**src/rtl/siren_pkg.sv**
```systemverilog
// Shared definitions for the siren sweep generator: mode encodings, ALT phase states, PWM width.
package siren_pkg;

  localparam logic [2:0] MODE_SILENT = 3'd0;
  localparam logic [2:0] MODE_FIXED  = 3'd1;
  localparam logic [2:0] MODE_FAST   = 3'd2;
  localparam logic [2:0] MODE_SLOW   = 3'd3;
  localparam logic [2:0] MODE_ALT    = 3'd4;
  localparam logic [2:0] MODE_RAMP   = 3'd5;

  typedef enum logic {
    FAST_PH = 1'b0,
    SLOW_PH = 1'b1
  } alt_state_t;

  localparam int unsigned PWM_W = 4;

  function automatic logic mode_active(input logic [2:0] m);
    return (m >= MODE_FIXED) && (m <= MODE_RAMP);
  endfunction

endpackage

```
**src/rtl/siren_sweep_gen_tri.sv**
```systemverilog
// Sweep modulator: prescaler, phase counter and triangle/ramp shaping for siren_sweep_gen.
module sweep_tri_gen #(
  parameter int unsigned SWEEP_W    = 7,
  parameter int unsigned FAST_SHIFT = 15,
  parameter int unsigned SLOW_SHIFT = 18
) (
  input  logic               CLK,
  input  logic               RST_N,
  input  logic               slow_sel,
  input  logic               ramp_sel,
  input  logic               clr,
  output logic [SWEEP_W-1:0] sweep,
  output logic               wrap
);

  logic [SLOW_SHIFT-1:0] presc;
  logic [SWEEP_W:0]      phase;
  logic                  tick;

  always_comb begin
    tick = slow_sel ? (&presc) : (&presc[FAST_SHIFT-1:0]);
    wrap = !clr && tick && (&phase);
    if (ramp_sel)
      sweep = phase[SWEEP_W-1:0];
    else
      sweep = phase[SWEEP_W] ? phase[SWEEP_W-1:0] : ~phase[SWEEP_W-1:0];
  end

  always_ff @(posedge CLK or negedge RST_N) begin
    if (!RST_N) begin
      presc <= '0;
      phase <= '0;
    end else if (clr) begin
      presc <= '0;
      phase <= '0;
    end else begin
      presc <= presc + SLOW_SHIFT'(1);
      if (tick)
        phase <= phase + (SWEEP_W+1)'(1);
    end
  end

endmodule

```
**src/rtl/siren_sweep_gen.sv**
```systemverilog
// Multi-mode tone/siren generator with glitch-free divider reloads.
// Optional SIREN_VOLUME_EN adds a 4-bit volume input gating SPEAKER with a PWM counter.
module siren_sweep_gen
  import siren_pkg::*;
#(
  parameter int unsigned DIV_W      = 15,
  parameter int unsigned SWEEP_W    = 7,
  parameter int unsigned SWEEP_LSB  = 6,
  parameter int unsigned DIV_OFFSET = 8192,
  parameter int unsigned FAST_SHIFT = 15,
  parameter int unsigned SLOW_SHIFT = 18
) (
  input  logic             CLK,
  input  logic             RST_N,
  input  logic             en,
  input  logic [2:0]       mode,
  input  logic [DIV_W-1:0] base_div,
`ifdef SIREN_VOLUME_EN
  input  logic [3:0]       volume,
`endif
  output logic             SPEAKER,
  output logic             USBPU,
  output logic             tone_edge,
  output logic             alt_slow
);

  localparam longint unsigned MAX_DIV =
    longint'(DIV_OFFSET) + (((64'(1) << SWEEP_W) - 64'(1)) << SWEEP_LSB);

  generate
    if (MAX_DIV >= (64'(1) << DIV_W)) begin : g_div_range_bad
      $error("siren_sweep_gen: DIV_OFFSET plus shifted sweep overflows DIV_W");
    end
  endgenerate

  localparam logic [DIV_W-1:0] OFFS = DIV_W'(DIV_OFFSET);

  logic [DIV_W-1:0]   div_cnt;
  logic [DIV_W-1:0]   target;
  logic [SWEEP_W-1:0] sweep;
  logic               wrap;
  logic               tone_q;
  logic [2:0]         mode_q;
  logic               act_q;
  logic               act, chg, clr, slow_sel, ramp_sel;
  alt_state_t         alt_st;

  assign USBPU = 1'b0;

  // FIXED with a zero divider is folded into the silent path rather than toggling every clock
  always_comb begin
    act      = en && mode_active(mode) && !(mode == MODE_FIXED && base_div == '0);
    chg      = act_q && (mode != mode_q);
    clr      = !act || chg;
    slow_sel = (mode == MODE_SLOW) || (mode == MODE_RAMP) ||
               ((mode == MODE_ALT) && (alt_st == SLOW_PH));
    ramp_sel = (mode == MODE_RAMP);
    if (mode == MODE_FIXED)
      target = base_div;
    else
      target = OFFS + (DIV_W'(sweep) << SWEEP_LSB);
  end

  sweep_tri_gen #(
    .SWEEP_W    (SWEEP_W),
    .FAST_SHIFT (FAST_SHIFT),
    .SLOW_SHIFT (SLOW_SHIFT)
  ) u_sweep (
    .CLK      (CLK),
    .RST_N    (RST_N),
    .slow_sel (slow_sel),
    .ramp_sel (ramp_sel),
    .clr      (clr),
    .sweep    (sweep),
    .wrap     (wrap)
  );

  always_ff @(posedge CLK or negedge RST_N) begin
    if (!RST_N) begin
      div_cnt   <= '0;
      tone_q    <= 1'b0;
      tone_edge <= 1'b0;
      alt_st    <= FAST_PH;
      alt_slow  <= 1'b0;
      mode_q    <= MODE_SILENT;
      act_q     <= 1'b0;
    end else begin
      mode_q <= mode;
      act_q  <= act;
      if (!act) begin
        div_cnt   <= '0;
        tone_q    <= 1'b0;
        tone_edge <= 1'b0;
        alt_st    <= FAST_PH;
        alt_slow  <= 1'b0;
      end else begin
        if (div_cnt == '0) begin
          div_cnt   <= target;
          tone_q    <= ~tone_q;
          tone_edge <= 1'b1;
        end else begin
          div_cnt   <= div_cnt - DIV_W'(1);
          tone_edge <= 1'b0;
        end
        // a mode change outranks a coincident wrap
        if (chg || mode != MODE_ALT) begin
          alt_st   <= FAST_PH;
          alt_slow <= 1'b0;
        end else if (wrap) begin
          alt_st   <= (alt_st == FAST_PH) ? SLOW_PH : FAST_PH;
          alt_slow <= (alt_st == FAST_PH);
        end
      end
    end
  end

`ifdef SIREN_VOLUME_EN
  logic [PWM_W-1:0] pwm_cnt;

  always_ff @(posedge CLK or negedge RST_N) begin
    if (!RST_N)
      pwm_cnt <= '0;
    else
      pwm_cnt <= pwm_cnt + PWM_W'(1);
  end

  assign SPEAKER = tone_q & ((volume == '1) | (pwm_cnt < volume));
`else
  assign SPEAKER = tone_q;
`endif

endmodule
```
**config.mk**
```make
export PLATFORM = sky130hd
export DESIGN_NAME = siren_sweep_gen
export DESIGN_NICKNAME = d
export VERILOG_FILES = /design/src/rtl/siren_pkg.sv /design/src/rtl/siren_sweep_gen_tri.sv /design/src/rtl/siren_sweep_gen.sv
export SDC_FILE = /design/constraint.sdc
export NUM_CORES = 1
export LEC_CHECK = 0
export BUFFER_PORTS_ARGS = -buffer_cell sky130_fd_sc_hd__clkbuf_2
export CELL_PAD_IN_SITES_DETAIL_PLACEMENT = 0
export CELL_PAD_IN_SITES_GLOBAL_PLACEMENT = 1
export CORE_ASPECT_RATIO = 1.75
export CORE_MARGIN = 2
export CORE_UTILIZATION = 35
export CTS_BUF_LIST = sky130_fd_sc_hd__clkbuf_2
export CTS_CLUSTER_SIZE = 30
export DETAILED_ROUTE_END_ITERATION = 12
export GPL_TIMING_DRIVEN = 0
export PLACE_DENSITY = 0.65
export SYNTH_ARGS = -nofsm -noshare
export SYNTH_HDL_FRONTEND = slang
export SYNTH_SLANG_ARGS = --single-unit
```
**constraint.sdc**
```tcl
create_clock -name CLK -period 3.6 [get_ports CLK]
set_clock_uncertainty 0.2 [all_clocks]
set_input_delay 0.36 -clock CLK [delete_from_list [all_inputs] [get_ports CLK]]
set_output_delay 0.36 -clock CLK [all_outputs]
set_load 0.1 [all_outputs]
```
After elaboration in Yosys (flattened, before gate mapping)
Index checks and enable logic that the tools add are counted.
- mux-type cells: 20
- order comparisons: 2
- reduce and logical (&&, ||, !) cells: 21
- bitwise gates (word level): 3
- equal/unequal tests: 8
- $add $sub $neg: 4
- operators with widths (operator ; count):
    15-bit two-way mux ; 3
    15-bit zero test ; 2
    18-bit by 1-bit adder with 18-bit output, second input constant ; 1
    18-bit two-way mux ; 1
    18-bit AND reduction ; 1
    8-bit two-way mux ; 2
    14-bit by 13-bit adder with 15-bit output, first input constant ; 1
    15-bit AND reduction ; 1
    15-bit by 1-bit subtractor with 15-bit output, second input constant ; 1
    7-bit two-way mux ; 2
    1-bit two-way mux ; 12
    8-bit by 1-bit adder with 8-bit output, second input constant ; 1
    1-bit logical AND ; 8
    8-bit AND reduction ; 1
    7-bit NOT ; 1
    3-bit == test, second input constant ; 2
    1-bit logical OR ; 4
    3-bit by 1-bit == test with 1-bit output, second input constant ; 1
    3-bit by 2-bit == test with 1-bit output, second input constant ; 1
    3-bit by 1-bit greater-or-equal comparator with 1-bit output, second input constant ; 1
    3-bit less-or-equal comparator, second input constant ; 1
    1-bit zero test ; 3
    3-bit by 1-bit != test with 1-bit output, second input constant ; 1
    3-bit != test ; 1
    4 further kinds ; 5
- output and inout bits: 4
- input port bits: 21
- logic and storage cells: 67
- flip-flop bits (word level): 49

Depth between registers and ports, before layout
- depth in word-level cells: 12
- gate-level depth with buffers: 8
- depth with buffers taken out: 7

Modules after synthesis
Synthesis repeated with hierarchy kept, for this count alone.
- cell total of the unflattened synthesis: 285
- area total of the unflattened synthesis: 2894.0 sq um
- modules (own cells, without submodules) (module ; cells each ; times used ; seq. area each (sq um) ; area each (sq um)):
    siren_sweep_gen ; 140 ; 1 ; 550.5 ; 1450.1
    sweep_tri_gen ; 145 ; 1 ; 650.6 ; 1443.9

Least setup slack after synthesis
Ideal clock, no wire load.
- kind: register -> register
- start point: register div_cnt[3]
- end point: register div_cnt[10]
- slack: 1121 ps
- stages on the path, launching flop included: 7
- period minus slack after synthesis: 2479 ps
- library setup time: 147 ps
- required time: 3253 ps
- path buffers: 2
- arrival: 2132 ps
- cell sequence: dfrtp_1 > or4_1 > buf_2 > or4_4 > buf_6 > a2111oi_2 > a211oi_1
- word-level cells in the longest chain between the ends: 3
- elaborated cells on any way between the ends: 4
- those cells by class: add/sub: 1; mux: 2; reduce/logical: 1
- ends and longest elaborated chain (what ; RTL line ; text):
    start, declared ; siren_sweep_gen.sv:38 ; logic [DIV_W-1:0] div_cnt;
    start signal, assigned ; siren_sweep_gen.sv:98 ; div_cnt <= target;
    start signal, assigned ; siren_sweep_gen.sv:102 ; div_cnt <= div_cnt - DIV_W'(1);
    15-bit by 1-bit subtractor with 15-bit output or 15-bit zero test (tied branches) ; siren_sweep_gen.sv:102, siren_sweep_gen.sv:97 ;
    15-bit two-way mux * ; siren_sweep_gen.sv:97 ; if (div_cnt == '0) begin
    15-bit two-way mux * ; siren_sweep_gen.sv:90 ; if (!act) begin
Every way passes the cells marked *; elsewhere a longest branch is shown, timed or not.
A chain may end at the register's enable or synchronous reset.

Final worst setup path
- start point: input port mode[2]
- end point: register div_cnt[3]
- word-level cells in the longest chain between the ends: 5
- elaborated cells on any way between the ends: 11
- those cells by class: order compare: 2; eq/ne: 1; mux: 3; reduce/logical: 5
- ends and longest elaborated chain (what ; RTL line ; text):
    start, declared ; siren_sweep_gen.sv:16 ; input logic [2:0] mode,
    3-bit by 1-bit greater-or-equal comparator with 1-bit output, or another cell as far along ; siren_pkg.sv:19 ; return (m >= MODE_FIXED) && (m <= MODE_RAMP);
    1-bit logical AND (on tied branches) ; siren_pkg.sv:19, siren_sweep_gen.sv:52 ;
    1-bit logical AND or 1-bit zero test (tied branches) ; siren_sweep_gen.sv:52 ; act = en && mode_active(mode) && !(mode == MODE_FIXED && base_div == '0);
    1-bit logical AND ; siren_sweep_gen.sv:52 ;
    15-bit two-way mux * ; siren_sweep_gen.sv:90 ;
Marked as above.

==> metrics.txt <==
status completed; crit path DAT 3.16 ns; max-slew violations 0; Clock Latency Late Sink roughly 0.48 ns; HPWL after DPL about 5 mm; initial antenna violation count 1; Post-synth ARST share between 90% and 100%; nets@finish 349; # setup viols final 0; Ports 25; Die Width 70.52 um; drt pass-1 iters 4; flops & latches, synth 48; Std-Cell Rows 42; clock sinks between 40 and 50; global-route wire length before repair around 11 mm; DR vias approximately 2.2k; die area ~0.0085 sq mm; syn avg cell area around 9.6 sq um; RSZ-0062 raised after global routing false; Max H-tree Level 2; Setup Total Neg Slack 0 ns; Fin. Hold Viols 0; Gate Count Post-Synth around 280; most common cell after layout, fill and taps aside dfrtp_1; crit-path max FO 10; root buf cell clkbuf_2; Storage cell area about 0.0012 sq mm; final worst slack approximately 0.6 ns; Static Leak between 1 and 1.5 nW; post-layout min period 2.987 ns; worst min path class primary input to async pin; Mapped Area between 0.002 and 0.003 sq mm; clk slew on worst S/H paths between 0.2 and 0.3 ns; Max VDD drop approximately 0.19 mV; crit share post-route roughly 83%; number of global-route vias before repair between 2k and 2.5k; syn nets 309; CTS tree built; Routed Antenna Nets 0; initial DRC count 57; leading cell types in the layout, fill and taps excluded dfrtp_1, nor2_1, clkbuf_2; Post-route DRC 0; reg2reg start u_sweep.presc[0]; Placeable Area roughly 0.0075 sq mm; Max-cap violations 0; multi-input gate area in the final layout 0.001396 sq mm; largest net degree at the start of global routing between 40 and 50; critical path class primary input to flip-flop; pre-CTS WS roughly 0.25 ns; wire per inst between 15 and 20 um; Die H 120.4 um; sequential share of the synthesized area 44.32%; Reg2Reg Setup Slack just under 0.8 ns; RR Endpoint u_sweep.phase[4]; endpoint class of the critical path flip-flop; startpoint class of the critical path primary input; slew margin rel. between 30% and 40%; Final Wtd Congestion around 0.8; share of layout cells above drive strength 1 between 10 and 15%; P&R area growth vs syn 16.90%; PD cells around 640 mW/mm^2; grt total ovfl 0; Worst EP required 3.77 ns; Initial Utilization a little over a third; TritonCTS Buffers 5; GR Util All Layers ~17%; EDFF count, synth 0; Vias per Instance about 5.3; Routed WL between 6 and 7 mm; synth warn 0; R2R depth 8; Setup Fix Bufs, Post-CTS 0; synth unique cells 47; Most used DFF post-synth dfrtp_1; Worst-Margin Slew 0.8823 ns; clock tree buffer depth 2; FMAX between 300 and 400 MHz; FILL cells just under 800; IO buf count 23
layer usage:
| metal | track usage (%) | share of wire (%) | vias up |
|---|---|---|---|
| met5 | 0 | 0 | - |
| li1 | - | - | 1089 |
| met2 | 31.78 | 56 | 40 |
| met1 | 18.54 | 37 | 1060 |
| met4 | 9.976 | 4.6 | 0 |
| met3 | 2.167 | 2.5 | 15 |
cell type report:
cell class / count / area share [%]
Multi-Input combinational cell: 208 / 44.08
Sequential cell: 48 / 37.91
Timing Repair Buffer: 33 / 7.109
Tap cell: 88 / 3.476
Clock inverter: 3 / 2.844
Buffer: 19 / 2.765
Inverter: 8 / 0.9479
Clock buffer: 5 / 0.7899
Antenna cell: 1 / 0.07899
worst max-delay path, stage by stage:
cell and delay, ns:
dlygate4sd3_1 0.53, clkbuf_2 0.11, clkbuf_1 0.23, nor3b_2 0.53
nand2b_1 0.17, o21ai_1 0.67, clkbuf_1 0.45, a21oi_1 0.10
how the worst max path moves through the flow:
| stage | startpoint | end |
|---|---|---|
| after CTS | mode[2] | div_cnt[3] |
| final | mode[2] | div_cnt[3] |
| after detailed placement | mode[2] | div_cnt[3] |
| after floorplan | div_cnt[3] | div_cnt[10] |
| after global placement | mode[2] | div_cnt[3] |
| after global routing | mode[2] | u_sweep.presc[5] |
power breakdown:
part | total, mW | switching, mW | internal, mW | leakage [nW]
clock | 0.445 | 0.189 | 0.256 | 0.0632
combinational | 0.902 | 0.540 | 0.362 | 0.584
sequential | 0.689 | 0.0729 | 0.616 | 0.653
cells in the mapped netlist (2+ instances only):
cell        n  area share, %
o31ai_1     4            1.1
a21oi_1    11            2.0
nor4_1      8            1.8
or3_1       4           0.92
a2111oi_4   2            2.0
nor2_1     33            4.6
a2111oi_2   3            1.7
nand3_1    16            3.0
and4_1      2           0.65
dfrtp_1    48             44
mux2i_1     4            1.5
and3_1      4           0.92
a211oi_1    9            2.5
clkbuf_1   13            1.8
ha_1        5            2.3
or4_1       5            1.4
nand2_1    14            1.9
o21ai_0     5           0.92
nand4b_1    2           0.65
a2111oi_0   2           0.65
inv_1       8            1.1
nor3_1     13            2.4
a31oi_1     2           0.46
nand4_1     4           0.92
xor2_1     18            5.8
nor2b_1     7            1.6
xnor2_1    14            4.5
buf_1       2           0.28
nand2b_1    2           0.46
buf_4       2           0.55
registers in the layout, summed over array words and instances, names as in the netlist:
name / flops
u_sweep.presc: 18
mode_q: 3
div_cnt: 15
act_q: 1
tone_edge: 1
SPEAKER: 1
alt_slow: 1
u_sweep.phase: 8
per-stage QoR:
step           utilization [%]  instance area (sq um)  instances  total power [mW]  hold WS (ns)
2_1_floorplan                -                   2710        283             1.376       -0.1356
3_3_place_gp             39.06                   2935        394             1.594        0.2769
3_5_place_dp             39.06                   2935        394             1.594        0.2777
4_1_cts                  41.79                   3141        411             2.057       0.05269
5_1_grt                  42.16                   3168        413             2.173       0.02994
6_report                 42.16                   3168        413             2.036       0.03334
cell families after synthesis:
group	Yosys count	synth area share, %
mux	5	1.893
fa+ha+maj	5	2.308
simple gates	119	22.99
compound gates	46	13.67
buf+inv	27	4.340
other cells	1	0.1384
xor+xnor	32	10.34
flops	48	44.32
repair_timing:
| item | CTS | global route |
|---|---|---|
| setup endpoints to repair | 0 | 14 |
| hold buffers | 9 | 0 |
| endpoints found under the hold margin | 56 | 0 |
| gates resized for setup | 0 | 1 |
Note: power is estimated with default switching activity, not from simulation.
